File: src/rtl/fifo_rd_stream_adapter.sv
// Read-side adapter for an async FIFO with registered read data.
// It turns the FIFO port into a valid/ready stream behind a 2-entry skid buffer.
module fifo_rd_stream_adapter #(
   parameter int unsigned DATA_WIDTH = 8
) (
   input  logic                  clk_i,
   input  logic                  rst_i,
   input  logic                  flush_i,
   input  logic                  fifo_rrdy_i,
   output logic                  fifo_re_o,
   input  logic [DATA_WIDTH-1:0] fifo_dout_i,
   output logic                  m_valid_o,
   input  logic                  m_ready_i,
   output logic [DATA_WIDTH-1:0] m_data_o,
   output logic [1:0]            level_o
);

   logic [DATA_WIDTH-1:0] bufMem [2];
   logic                  headIdx;
   logic                  tailIdx;
   logic [1:0]            wordCount;
   logic                  inflight;
   logic                  popBeat;
   logic                  pushBeat;
   logic                  readAccept;
   logic [2:0]            occupancy;

   assign popBeat  = m_valid_o & m_ready_i;
   assign pushBeat = inflight;

   // Projected occupancy once this cycle's pop and arriving word settle;
   // a new read is only issued when that leaves room for its data.
   assign occupancy  = {1'b0, wordCount} + {2'b00, inflight} - {2'b00, popBeat};
   assign fifo_re_o  = fifo_rrdy_i & ~rst_i & ~flush_i & (occupancy <= 3'd1);
   assign readAccept = fifo_re_o & fifo_rrdy_i;

   always_ff @(posedge clk_i) begin
      if (rst_i) begin
         wordCount <= 2'd0;
         inflight  <= 1'b0;
         headIdx   <= 1'b0;
         tailIdx   <= 1'b0;
         bufMem[0] <= '0;
         bufMem[1] <= '0;
      end else if (flush_i) begin
         wordCount <= 2'd0;
         inflight  <= 1'b0;
         headIdx   <= 1'b0;
         tailIdx   <= 1'b0;
      end else begin
         inflight  <= readAccept;
         wordCount <= wordCount + 2'(pushBeat) - 2'(popBeat);
         if (pushBeat) begin
            bufMem[tailIdx] <= fifo_dout_i;
            tailIdx         <= ~tailIdx;
         end
         if (popBeat) begin
            headIdx <= ~headIdx;
         end
      end
   end

   assign m_valid_o = (wordCount != 2'd0);
   assign m_data_o  = bufMem[headIdx];
   assign level_o   = wordCount;

endmodule

File: config.mk
export PLATFORM = sky130hd
export DESIGN_NAME = fifo_rd_stream_adapter
export DESIGN_NICKNAME = d
export VERILOG_FILES = /design/src/rtl/fifo_rd_stream_adapter.sv
export SDC_FILE = /design/constraint.sdc
export NUM_CORES = 1
export LEC_CHECK = 0
export BUFFER_PORTS_ARGS = -buffer_cell sky130_fd_sc_hd__buf_2
export CORE_AREA = 4 4 48 50
export CTS_CLUSTER_SIZE = 16
export DETAILED_ROUTE_END_ITERATION = 8
export DIE_AREA = 0 0 52 54
export PLACE_DENSITY = 0.77
export SKIP_CTS_REPAIR_TIMING = 1
export SYNTH_ARGS = -nofsm -noshare
export SYNTH_HDL_FRONTEND = slang
export SYNTH_SLANG_ARGS = --single-unit
File: constraint.sdc
create_clock -name clk_i -period 3.4 [get_ports clk_i]
set_clock_uncertainty 0.1 [all_clocks]
set_input_delay 0.68 -clock clk_i [delete_from_list [all_inputs] [get_ports clk_i]]
set_output_delay 0.68 -clock clk_i [all_outputs]
set_load 0.005 [all_outputs]
==> summary.md <==
| Metric | Value |
|---|---|
| Final slew viol count | 0 |
| Fraction of registers with async set/reset | 0% |
| Core area | 1900 sq um |
| Final net count | 118 |
| Antenna Nets Post-Route | 0 |
| Initial antenna violation count | 0 |
| CP cell instances | buf_2 -> o21a_1 -> ha_1 -> inv_1 -> ha_1 -> fa_1 -> xor2_1 -> and4b_1 -> buf_2 |
| Final period util | 90.5% |
| Synth cell count leaders | and3_1 (16), edfxtp_1 (16), mux2_2 (8), dfxtp_1 (6), inv_1 (5) |
| Antenna diodes | 0 |
| Worst r2r src | level_o[1] |
| FMAX | 0.325 GHz |
| Max-slew headroom | 75.7% |
| Leak | 0.580 nW |
| Final setup violating endpoints | 0 |
| Boundary Pins | 25 |
| Synth Area in Compound Gates | 2.23% |
| Clock Tree Root | clkbuf_4 |
| Fin cells | 128 |
| CP arrival | 2300 ps |
| Net Count, Synth | 92 |
| Die Y-Extent | 54 microns |
| Critical path's top delay family | adder cells |
| Pwr Density | 386 nW/um^2 |
| Crit path buf inv count | 3 |
| Post-synthesis mux area share | 11.1% |
| Critical path class | in -> out |
| Starting density of the core | 53.2% |
| Area growth syn-to-layout | 16.6% |
| Slew @ Worst Pin | 365 ps |
| Min Tclk post-route | 3080 ps |
| Seq cells post-synth | 22 |
| Vias/cell | 5.26 |
| Reg-to-reg endpoint | inflight |
| Final wirelength | 1710 microns |
| CP startpoint kind | input pin |
| FF-to-FF setup slack | 1310 ps |
| DR WL/cell | 13.4 microns |
| Post-synthesis simple-gate area fraction | 17.2% |
| Top FF cell, synth | edfxtp_1 |
| Drt drc | 0 |
| Req. time, crit path | 2620 ps |
| Worst R2R Path Depth | 7 |
| Tot Pwr | 0.000455 W |
| Hold Path Depth | 2 |
| Synth top area share | 47.5% |
| Final Hold Vio Count | 0 |
| CTS tree | done |
| Inserted Clock Buffers | 3 |
| # rows | 16 |
| Iter 0 DRT Violations | 13 |
| CTS sink cnt | 22 |
| Latest clock arrival within the worst-skew pair | 290 ps |
| Vias in the first global route | 675 |
| Seq/Total Area, Yosys | 59.4% |
| Global-route wire length before repair | 2850 microns |
| Critical path's largest stage delay | 380 ps |
| Syn Inst Count | 76 |
| Total die area | 2810 sq um |
| Setup_tns | 0 ps |
| CTS clk-pin slew, worst paths | 110 ps |
| Inst Count DP | 124 |
| Post-Synth XOR/XNOR Area | 1.73% |
| Largest family of logic cells by synthesized area | simple AND/OR/NAND/NOR gates |
| H-tree levels | 1 |
| Worst hold endpoint | tailIdx |
| Outcome | complete, no violations |
| Buffers on Ports | 24 |
| Post-synth EDFFs | 16 |
| Total Routing Usage GR | 14.1% |
| Layout cells sized above 1 | 36.6% |
| Die extent in x | 52 microns |
| GP Congestion | 0.734 |
| Largest cells by area after synthesis | edfxtp_1 (48%), dfxtp_1 (12%), and3_1 (9.9%), mux2_2 (8.9%), ha_1 (2.5%) |
| Hold WC Path Type | reg -> reg |
| TritonRoute pass-1 iters | 4 |
| Fill count | 158 |
| CP max FO | 3 |
| Residual overflow from global routing | 0 |
| YS warnings | 0 |
| Synth area leader | edfxtp_1 |
| Adder-cell share of the synthesized area | 4.46% |
| DP Wirelength | 1310 microns |
| Crit. End Element | output pin |
| RSZ-0062 raised after global routing | no |
| CTS max path bufs | 2 |
| Worst VDD drop | 0.219 mV |
| Worst Hold Launch | inflight |
| Mean post-synth cell area | 13.3 sq um |
| Via Count | 673 |
| Synth cell types | 21 |
| Max-Cap Viols | 0 |
| Largest net degree at the start of global routing | 20 |
| Slowest-stage cell, CP | fa_1 |
| Post-Synthesis Cell Area | 1010 sq um |
layer usage:
layer | GRT usage, % | routed length (microns)
met5 | 0 | 0
met4 | 3.93 | 9
met3 | 2.49 | 98
met2 | 27.4 | 927
met1 | 15.5 | 674
power by group:
part,switching (W),internal (W)
registers,0.00000381,0.000297
logic,0.0000210,0.0000207
clock network,0.0000669,0.0000455
worst min-delay path: stages (launching register included):
cell     delay [ps]
dfxtp_1         350
xnor2_1         130
nor3_1           50
worst max path at each step:
stage | startpoint | end | slack (ps) | cells after the start
detailed placement | m_ready_i | fifo_re_o | 320 | 9
finish | m_ready_i | fifo_re_o | 320 | 9
CTS | m_ready_i | fifo_re_o | 310 | 9
global route | level_o[1] | fifo_re_o | 190 | 8
global placement | m_ready_i | fifo_re_o | 390 | 9
floorplan | m_ready_i | fifo_re_o | 610 | 7
flip-flops by register name (all words and copies together) (netlist names), named ones only:
name      count
bufMem       16
headIdx       1
inflight      1
level_o       2
tailIdx       1
final cells by class:
cell class	count	area [sq um]	share of cell area, %
Timing Repair Buffer	25	128	10.8
Multi-Input combinational cell	45	372	31.5
Clock buffer	4	26.3	2.23
Tap cell	27	33.8	2.87
Sequential cell	22	601	51.0
Inverter	5	18.8	1.59
cells by family after synthesis:
| kind of cell | Yosys count |
|---|---|
| simple gates | 27 |
| flops | 22 |
| mux | 10 |
| buf+inv | 9 |
| compound gates | 3 |
| fa+ha+maj | 3 |
| xor+xnor | 2 |
cells in the final DEF, fill, tap and decap left out, drive strengths merged, types with 2 or more instances in the layout:
master  count
inv         5
ha          2
mux2       10
buf        25
dfxtp       6
and3       16
nor3        2
edfxtp     16
and4b       2
a21o        2
clkbuf      4
and2        3
metrics by stage:
stage	utilization, %	hold WS, ps	setup WS, ps	instance area (sq um)
floorplan	-	418	610	1010
global placement	60.6	441	387	1150
detailed placement	60.6	454	316	1150
CTS	62.0	461	313	1180
global route	62.0	510	194	1180
finish	62.0	460	322	1180
(Power assumes the default switching activity.)
